File: src/rtl/spi_pkg.sv
// Shared types and constants for the SPI target endpoint.
package spi_pkg;

    // Framing FSM states
    typedef enum logic [1:0] {
        ST_IDLE    = 2'd0,
        ST_CMD     = 2'd1,
        ST_DATA    = 2'd2,
        ST_WAIT_CS = 2'd3
    } spi_state_t;

    // Mode 0: SCLK idles low, data sampled on the rising edge
    localparam logic SPI_CPOL = 1'b0;
    localparam logic SPI_CPHA = 1'b0;

    localparam int DEF_CMD_W  = 8;
    localparam int DEF_DATA_W = 16;

    // The command MSB carries the read/write flag
    function automatic int rd_bit_idx(input int cmd_w);
        return cmd_w - 1;
    endfunction

endpackage

File: src/rtl/spi_sync_edge.sv
// Multi-flop synchronizer for one SPI pin with rise/fall event pulses.
module spi_sync_edge #(
    parameter int   SYNC_STAGES = 2,
    parameter logic RST_VAL     = 1'b0
) (
    input  logic clk,
    input  logic rst_n,
    input  logic din,
    output logic dout,
    output logic rise,
    output logic fall
);

    logic [SYNC_STAGES-1:0] sync_p;
    logic                   prev_p;

    // Synchronizer chain plus a registered copy of its output for edge detection
    always_ff @(posedge clk or negedge rst_n) begin
        if (!rst_n) begin
            sync_p <= {SYNC_STAGES{RST_VAL}};
            prev_p <= RST_VAL;
        end else begin
            sync_p[0] <= din;
            for (int i = 1; i < SYNC_STAGES; i++) begin
                sync_p[i] <= sync_p[i-1];
            end
            prev_p <= sync_p[SYNC_STAGES-1];
        end
    end

    assign dout = sync_p[SYNC_STAGES-1];
    assign rise = dout & ~prev_p;
    assign fall = ~dout & prev_p;

endmodule

File: src/rtl/spi_slave_controller.sv
// Oversampling SPI target: 8-bit command + 16-bit data frames, mode 0, MSB first.
module spi_slave_controller
    import spi_pkg::*;
#(
    parameter int CMD_W       = DEF_CMD_W,
    parameter int DATA_W      = DEF_DATA_W,
    parameter int SYNC_STAGES = 2
) (
    input  logic                    clk_i,
    input  logic                    rst_n_i,
    input  logic                    spi_clk_i,
    input  logic                    spi_cs_n_i,
    input  logic                    spi_sdi_i,
    output logic                    spi_sdo_o,
    output logic                    spi_sdo_oe_o,
    output logic [CMD_W-2+DATA_W:0] stream_data_rx_o,
    output logic                    stream_data_rx_vld_o,
    input  logic                    stream_data_rx_rdy_i,
    input  logic [DATA_W-1:0]       stream_data_tx_i,
    input  logic                    stream_data_tx_vld_i,
    output logic                    stream_data_tx_rdy_o,
    output logic [CMD_W-2:0]        cmd_addr_o,
    output logic                    eot_o,
    output logic                    ovf_o,
    output logic                    udr_o
);

    localparam int RD_BIT = rd_bit_idx(CMD_W);
    localparam int CNT_W  = $clog2(((CMD_W > DATA_W) ? CMD_W : DATA_W) + 1);

    logic sclk_lvl_unused, sclk_rise, sclk_fall;
    logic cs_sync, cs_rise_unused, cs_fall_unused;
    logic sdi_sync, sdi_rise_unused, sdi_fall_unused;

    spi_sync_edge #(.SYNC_STAGES(SYNC_STAGES), .RST_VAL(1'b0)) u_sync_sclk (
        .clk(clk_i), .rst_n(rst_n_i), .din(spi_clk_i),
        .dout(sclk_lvl_unused), .rise(sclk_rise), .fall(sclk_fall)
    );
    spi_sync_edge #(.SYNC_STAGES(SYNC_STAGES), .RST_VAL(1'b1)) u_sync_cs (
        .clk(clk_i), .rst_n(rst_n_i), .din(spi_cs_n_i),
        .dout(cs_sync), .rise(cs_rise_unused), .fall(cs_fall_unused)
    );
    spi_sync_edge #(.SYNC_STAGES(SYNC_STAGES), .RST_VAL(1'b0)) u_sync_sdi (
        .clk(clk_i), .rst_n(rst_n_i), .din(spi_sdi_i),
        .dout(sdi_sync), .rise(sdi_rise_unused), .fall(sdi_fall_unused)
    );

    // Sampling edge and shifting edge for the configured SPI mode
    logic sample_evt, shift_evt;
    assign sample_evt = (SPI_CPOL == SPI_CPHA) ? sclk_rise : sclk_fall;
    assign shift_evt  = (SPI_CPOL == SPI_CPHA) ? sclk_fall : sclk_rise;

    spi_state_t             state_q, state_d;
    logic [CNT_W-1:0]       bit_cnt_q;
    logic [CMD_W-2:0]       cmd_sr_q;
    logic [DATA_W-2:0]      rx_sr_q;
    logic [DATA_W-1:0]      tx_sr_q;
    logic                   is_rd_q;
    logic [SYNC_STAGES:0]   flush_q;
    logic                   armed_q;
    logic                   cmd_bit, cmd_done, data_bit, data_done, tx_shift;
    logic [CMD_W-1:0]       cmd_word;
    logic [DATA_W-1:0]      rx_word;

    // Words including the bit being sampled this cycle
    assign cmd_word = {cmd_sr_q, sdi_sync};
    assign rx_word  = {rx_sr_q, sdi_sync};

    // State register
    always_ff @(posedge clk_i or negedge rst_n_i) begin
        if (!rst_n_i) state_q <= ST_IDLE;
        else          state_q <= state_d;
    end

    // Next-state and per-cycle framing strobes; CS high aborts any active frame
    always_comb begin
        state_d   = state_q;
        cmd_bit   = 1'b0;
        cmd_done  = 1'b0;
        data_bit  = 1'b0;
        data_done = 1'b0;
        tx_shift  = 1'b0;
        case (state_q)
            ST_IDLE: begin
                if (armed_q && !cs_sync) state_d = ST_CMD;
            end
            ST_CMD: begin
                if (cs_sync) begin
                    state_d = ST_IDLE;
                end else if (sample_evt) begin
                    cmd_bit = 1'b1;
                    if (bit_cnt_q == CNT_W'(CMD_W - 1)) begin
                        cmd_done = 1'b1;
                        state_d  = ST_DATA;
                    end
                end
            end
            ST_DATA: begin
                if (cs_sync) begin
                    state_d = ST_IDLE;
                end else begin
                    if (sample_evt) begin
                        data_bit = 1'b1;
                        if (bit_cnt_q == CNT_W'(DATA_W - 1)) begin
                            data_done = 1'b1;
                            state_d   = ST_WAIT_CS;
                        end
                    end
                    if (shift_evt && bit_cnt_q != '0 && is_rd_q) tx_shift = 1'b1;
                end
            end
            ST_WAIT_CS: begin
                if (cs_sync) state_d = ST_IDLE;
            end
            default: state_d = ST_IDLE;
        endcase
    end

    // Only accept a CS fall once CS has been seen high after reset, so a frame
    // already running on the bus when reset releases is ignored.
    always_ff @(posedge clk_i or negedge rst_n_i) begin
        if (!rst_n_i) begin
            flush_q <= '0;
            armed_q <= 1'b0;
        end else begin
            flush_q <= {flush_q[SYNC_STAGES-1:0], 1'b1};
            if (flush_q[SYNC_STAGES] && cs_sync) armed_q <= 1'b1;
        end
    end

    // Shift registers, command capture, RX holding register and event pulses
    always_ff @(posedge clk_i or negedge rst_n_i) begin
        if (!rst_n_i) begin
            bit_cnt_q            <= '0;
            cmd_sr_q             <= '0;
            rx_sr_q              <= '0;
            tx_sr_q              <= '0;
            is_rd_q              <= 1'b0;
            cmd_addr_o           <= '0;
            stream_data_rx_o     <= '0;
            stream_data_rx_vld_o <= 1'b0;
            stream_data_tx_rdy_o <= 1'b0;
            eot_o                <= 1'b0;
            ovf_o                <= 1'b0;
            udr_o                <= 1'b0;
        end else begin
            stream_data_tx_rdy_o <= 1'b0;
            eot_o                <= data_done;
            ovf_o                <= 1'b0;
            udr_o                <= 1'b0;

            if (state_d != state_q)      bit_cnt_q <= '0;
            else if (cmd_bit || data_bit) bit_cnt_q <= bit_cnt_q + 1'b1;

            if (cmd_bit)  cmd_sr_q <= cmd_word[CMD_W-2:0];
            if (data_bit) rx_sr_q  <= rx_word[DATA_W-2:0];

            if (cmd_done) begin
                cmd_addr_o <= cmd_word[CMD_W-2:0];
                is_rd_q    <= cmd_word[RD_BIT];
                if (cmd_word[RD_BIT]) begin
                    if (stream_data_tx_vld_i) begin
                        tx_sr_q              <= stream_data_tx_i;
                        stream_data_tx_rdy_o <= 1'b1;
                    end else begin
                        tx_sr_q <= '1;
                        udr_o   <= 1'b1;
                    end
                end
            end else if (tx_shift) begin
                tx_sr_q <= {tx_sr_q[DATA_W-2:0], 1'b0};
            end

            if (data_done && !is_rd_q) begin
                if (stream_data_rx_vld_o && !stream_data_rx_rdy_i) begin
                    ovf_o <= 1'b1;
                end else begin
                    stream_data_rx_o     <= {cmd_addr_o, rx_word};
                    stream_data_rx_vld_o <= 1'b1;
                end
            end else if (stream_data_rx_vld_o && stream_data_rx_rdy_i) begin
                stream_data_rx_vld_o <= 1'b0;
            end
        end
    end

    assign spi_sdo_o    = tx_sr_q[DATA_W-1];
    assign spi_sdo_oe_o = (state_q != ST_IDLE) && !cs_sync;

endmodule

File: config.mk
export PLATFORM = sky130hd
export DESIGN_NAME = spi_slave_controller
export DESIGN_NICKNAME = d
export VERILOG_FILES = /design/src/rtl/spi_pkg.sv /design/src/rtl/spi_sync_edge.sv /design/src/rtl/spi_slave_controller.sv
export SDC_FILE = /design/constraint.sdc
export NUM_CORES = 1
export LEC_CHECK = 0
export ABC_AREA = 0
export CORE_MARGIN = 10
export CORE_UTILIZATION = 50
export CTS_BUF_LIST = sky130_fd_sc_hd__clkbuf_8
export CTS_CLUSTER_SIZE = 40
export DETAILED_ROUTE_END_ITERATION = 7
export GPL_ROUTABILITY_DRIVEN = 0
export GPL_TIMING_DRIVEN = 0
export HOLD_SLACK_MARGIN = 0.02
export PLACE_DENSITY = 0.84
export SETUP_SLACK_MARGIN = 0.3
export SLEW_MARGIN = 20
export SYNTH_ARGS = -nofsm -noshare
export SYNTH_HDL_FRONTEND = slang
export SYNTH_HIERARCHICAL = 1
export SYNTH_SLANG_ARGS = --single-unit
export TNS_END_PERCENT = 5
File: constraint.sdc
create_clock -name clk_i -period 5.03 [get_ports clk_i]
set_clock_uncertainty 0.15 [all_clocks]
set_input_delay 0.7545 -clock clk_i [delete_from_list [all_inputs] [get_ports clk_i]]
set_output_delay 0.7545 -clock clk_i [all_outputs]
set_load 0.005 [all_outputs]
==> summary.md <==
| Metric | Value |
|---|---|
| Avg WL per Cell | `approximately 16 um` |
| Number of antenna violations at the first check in global routing | `0` |
| Stages on the worst setup path | `4` |
| Count of hold-fix buffers inserted at cts | `0` |
| PnR Total Power | `approximately 1.3 mW` |
| Register Area | `2300 um2` |
| Mapped Area | `3680 um2` |
| Power per cell area | `~280 nW/um2` |
| Die height | `roughly 110 um` |
| Most numerous cell on the critical path | `sky130_fd_sc_hd__nor2_1` |
| Worst-path cell with the longest stage delay | `sky130_fd_sc_hd__clkdlybuf4s50_1` |
| Largest net degree at the start of global routing | `60` |
| Overall die area | `11,200 um2` |
| First element of the critical path | `state_q[0]$_DFF_PN0_` |
| Register-to-Register Setup Slack | `approximately 2.8 ns` |
| Type of the setup path with the least slack | `register to primary output` |
| Worst setup path endpoint | `spi_sdo_oe_o` |
| Min Tclk post-route | `2.53 ns` |
| Footprint of the multi-input gates | `around 1200 um2` |
| IO buf count | `58` |
| CTS-repair resized insts | `0` |
| Clk root buf | `sky130_fd_sc_hd__clkbuf_8` |
| Placeable core region | `7210 um2` |
| Data required time at the worst endpoint | `~4.1 ns` |
| Post-synthesis net count | `290` |
| I/O pin count | `60` |
| Clock latency reported for the late side of the worst-skew pair | `0.35 ns` |
| Highest Clock Rate | `395 MHz` |
| Post-synthesis to final-layout area growth | `24.4%` |
| Cells traversed along the worst timing path | `buf_2, nor2_1, nor2_1, clkdlybuf4s50_1` |
| First-iteration detailed-routing DRC count | `86` |
| Post-CTS Setup Inserts | `0` |
| Standard-cell row count | `31` |
| Remaining DRCs | `0` |
| Final max-slew violation count | `0` |
| Final core utilization | `63.4%` |
| Yosys warning count | `6` |
| Number of cell instances on the worst register-to-register path | `6` |
| Final Hold Vio Count | `0` |
| Antenna-violating nets left | `0` |
| Arrival time of data at the critical path endpoint | `~1.6 ns` |
| Clock buffers created by TritonCTS | `9` |
| Nets | `between 300 and 400` |
| Static power due to leakage | `approximately 2.2 nW` |
| Total track usage | `12.9%` |
| Effective utilization at floorplan | `51.0%` |
| Number of global-route vias before repair | `2,410` |
| Worst r2r dst | `stream_data_rx_o[19]$_DFFE_PN0P_` |
| Worst hold path startpoint | `flush_q[1]$_DFF_PN0_` |
| Number of instances in the synthesized netlist | `264` |
| H-Tree Level Count | `3` |
| Worst-case headroom to the max-slew limit | `52.4%` |
| Setup repair after global routing missed its margin | `no` |
| Number of diodes added for antenna fixing | `0` |
| Setup Viol. Count Final | `0` |
| Worst supply voltage drop on vdd | `roughly 0.00025 V` |
| Clock tree from TritonCTS | `built` |
| Tightest Pin Transition | `slightly above 0.7 ns` |
| Drt via density | `5.19` |
| Critical path capture point type | `primary output` |
| Die width | `106 um` |
| CTS max path bufs | `2` |
| Count of fill cells added during filler insertion | `569` |
| Class of the tightest hold or removal check | `register to register` |
| Max-cap violations | `0` |
| Largest fanout on the critical path | `10` |
| Buffer and inverter count on the worst path | `2` |
| Post-synthesis area per instance | `13.9 um2` |
| Total grt overflow | `0` |
| Final period utilization | `just over 50%` |
| Total length of routed wires | `6900 um` |
| Cell class contributing the biggest share of worst-path delay | `buffers and inverters` |
| Fraction of layout cells with a size suffix above 1 | `11.2%` |
| DRT Pass-1 Iters | `4` |
| Critical register-to-register path startpoint | `bit_cnt_q[0]$_DFFE_PN0P_` |
| Vias after detailed routing | `2,273` |
| Setup crit start kind | `register` |
| Sinks on Clock Net | `92` |
| Global-route wire length before repair | `between 10,000 and 15,000 um` |
| Outcome | `finished clean` |
| Placed wire-length estimate after detailed placement | `5000 um` |
| Max stage delay on crit path | `0.55 ns` |
| Clock-pin transition on the worst setup and hold timing paths | `0.09 ns` |
sequential cells by signal, summed over array words and instances (netlist names), 2 cells and up:
signal,flops
bit_cnt_q,5
u_sync_sclk/sync_p,2
flush_q,3
tx_sr_q,16
rx_sr_q,15
state_q,2
cmd_sr_q,7
cmd_addr_o,7
stream_data_rx_o,23
u_sync_cs/sync_p,2
u_sync_sdi/sync_p,2
through the flow:
| step | cell area [um2] | std cells | hold WS, ns | TNS (ns) | setup WS, ns |
|---|---|---|---|---|---|
| finish | 4570 | 438 | 0.203 | 0 | 2.50 |
| global route | 4570 | 438 | 0.213 | 0 | 2.37 |
| CTS | 4570 | 438 | 0.204 | 0 | 2.48 |
| detailed placement | 4400 | 422 | 0.185 | 0 | 2.48 |
| global placement | 4380 | 421 | 0.182 | -12.67 | -0.145 |
| floorplan | 3680 | 264 | 0.181 | 0 | 3.06 |
worst min path at each step:
stage / to / slack [ns] / depth (start not counted)
after floorplan: flush_q[1]$_DFF_PN0_ / 0.18 / 0
after global placement: flush_q[2]$_DFF_PN0_ / 0.18 / 0
after detailed placement: flush_q[2]$_DFF_PN0_ / 0.18 / 0
after CTS: flush_q[2]$_DFF_PN0_ / 0.20 / 0
final: flush_q[2]$_DFF_PN0_ / 0.20 / 0
after global routing: u_sync_cs/sync_p[1]$_DFF_PN1_ / 0.21 / 0
cell type report:
cell class,count,share of cell area [%]
timing repair buffer,59,13.1
clock inverter,7,1.12
inverter,21,1.72
buffer,13,1.61
clock buffer,9,2.71
multi-input combinational,138,26.7
sequential,92,50.4
tap,99,2.71
worst register-to-register path, cell delays in order, from the launching register on:
cell and delay [ns]:
sky130_fd_sc_hd__dfrtp_1 0.43, sky130_fd_sc_hd__ha_1 0.25, sky130_fd_sc_hd__and3_1 0.19, sky130_fd_sc_hd__ha_1 0.24, sky130_fd_sc_hd__nand4b_2 0.20, sky130_fd_sc_hd__buf_2 0.31
sky130_fd_sc_hd__mux2_1 0.36
layer usage:
layer | GRT usage (%) | routed length, um | share of wire [%] | vias to the layer above
met5 | 0 | 0 | 0 | -
li1 | - | - | - | 1073
met3 | 5.79 | 496 | 7.2 | 8
met1 | 15.6 | 3030 | 44 | 1146
met4 | 4.93 | 105 | 1.5 | 0
met2 | 19.8 | 3280 | 47 | 46
cell usage in the layout (no fill, tap or decap), types with 2 or more instances in the layout:
cell type,count
sky130_fd_sc_hd__dfrtp_1,90
sky130_fd_sc_hd__clkdlybuf4s50_1,57
sky130_fd_sc_hd__mux2_1,52
sky130_fd_sc_hd__inv_1,21
sky130_fd_sc_hd__a21oi_1,17
sky130_fd_sc_hd__a221o_1,15
sky130_fd_sc_hd__nor2_1,12
sky130_fd_sc_hd__clkbuf_8,9
sky130_fd_sc_hd__nand2_1,6
sky130_fd_sc_hd__buf_2,5
sky130_fd_sc_hd__buf_4,4
sky130_fd_sc_hd__and4bb_2,3
sky130_fd_sc_hd__clkbuf_1,3
sky130_fd_sc_hd__o21ai_1,3
sky130_fd_sc_hd__ha_1,3
sky130_fd_sc_hd__a211oi_1,2
sky130_fd_sc_hd__nor3_1,2
sky130_fd_sc_hd__xor2_1,2
sky130_fd_sc_hd__clkinvlp_4,2
sky130_fd_sc_hd__clkinv_2,2
sky130_fd_sc_hd__clkinv_4,2
sky130_fd_sc_hd__dfstp_2,2
report_power, final:
| group | leakage, nW | internal [mW] | switching (mW) | total [mW] |
|---|---|---|---|---|
| Clock | 0.0856 | 0.181 | 0.259 | 0.440 |
| Combinational | 0.941 | 0.0354 | 0.0324 | 0.0677 |
| Sequential | 1.19 | 0.763 | 0.0154 | 0.779 |
| Total | 2.22 | 0.980 | 0.307 | 1.29 |
No activity file was read; power rests on OpenSTA's default activity.
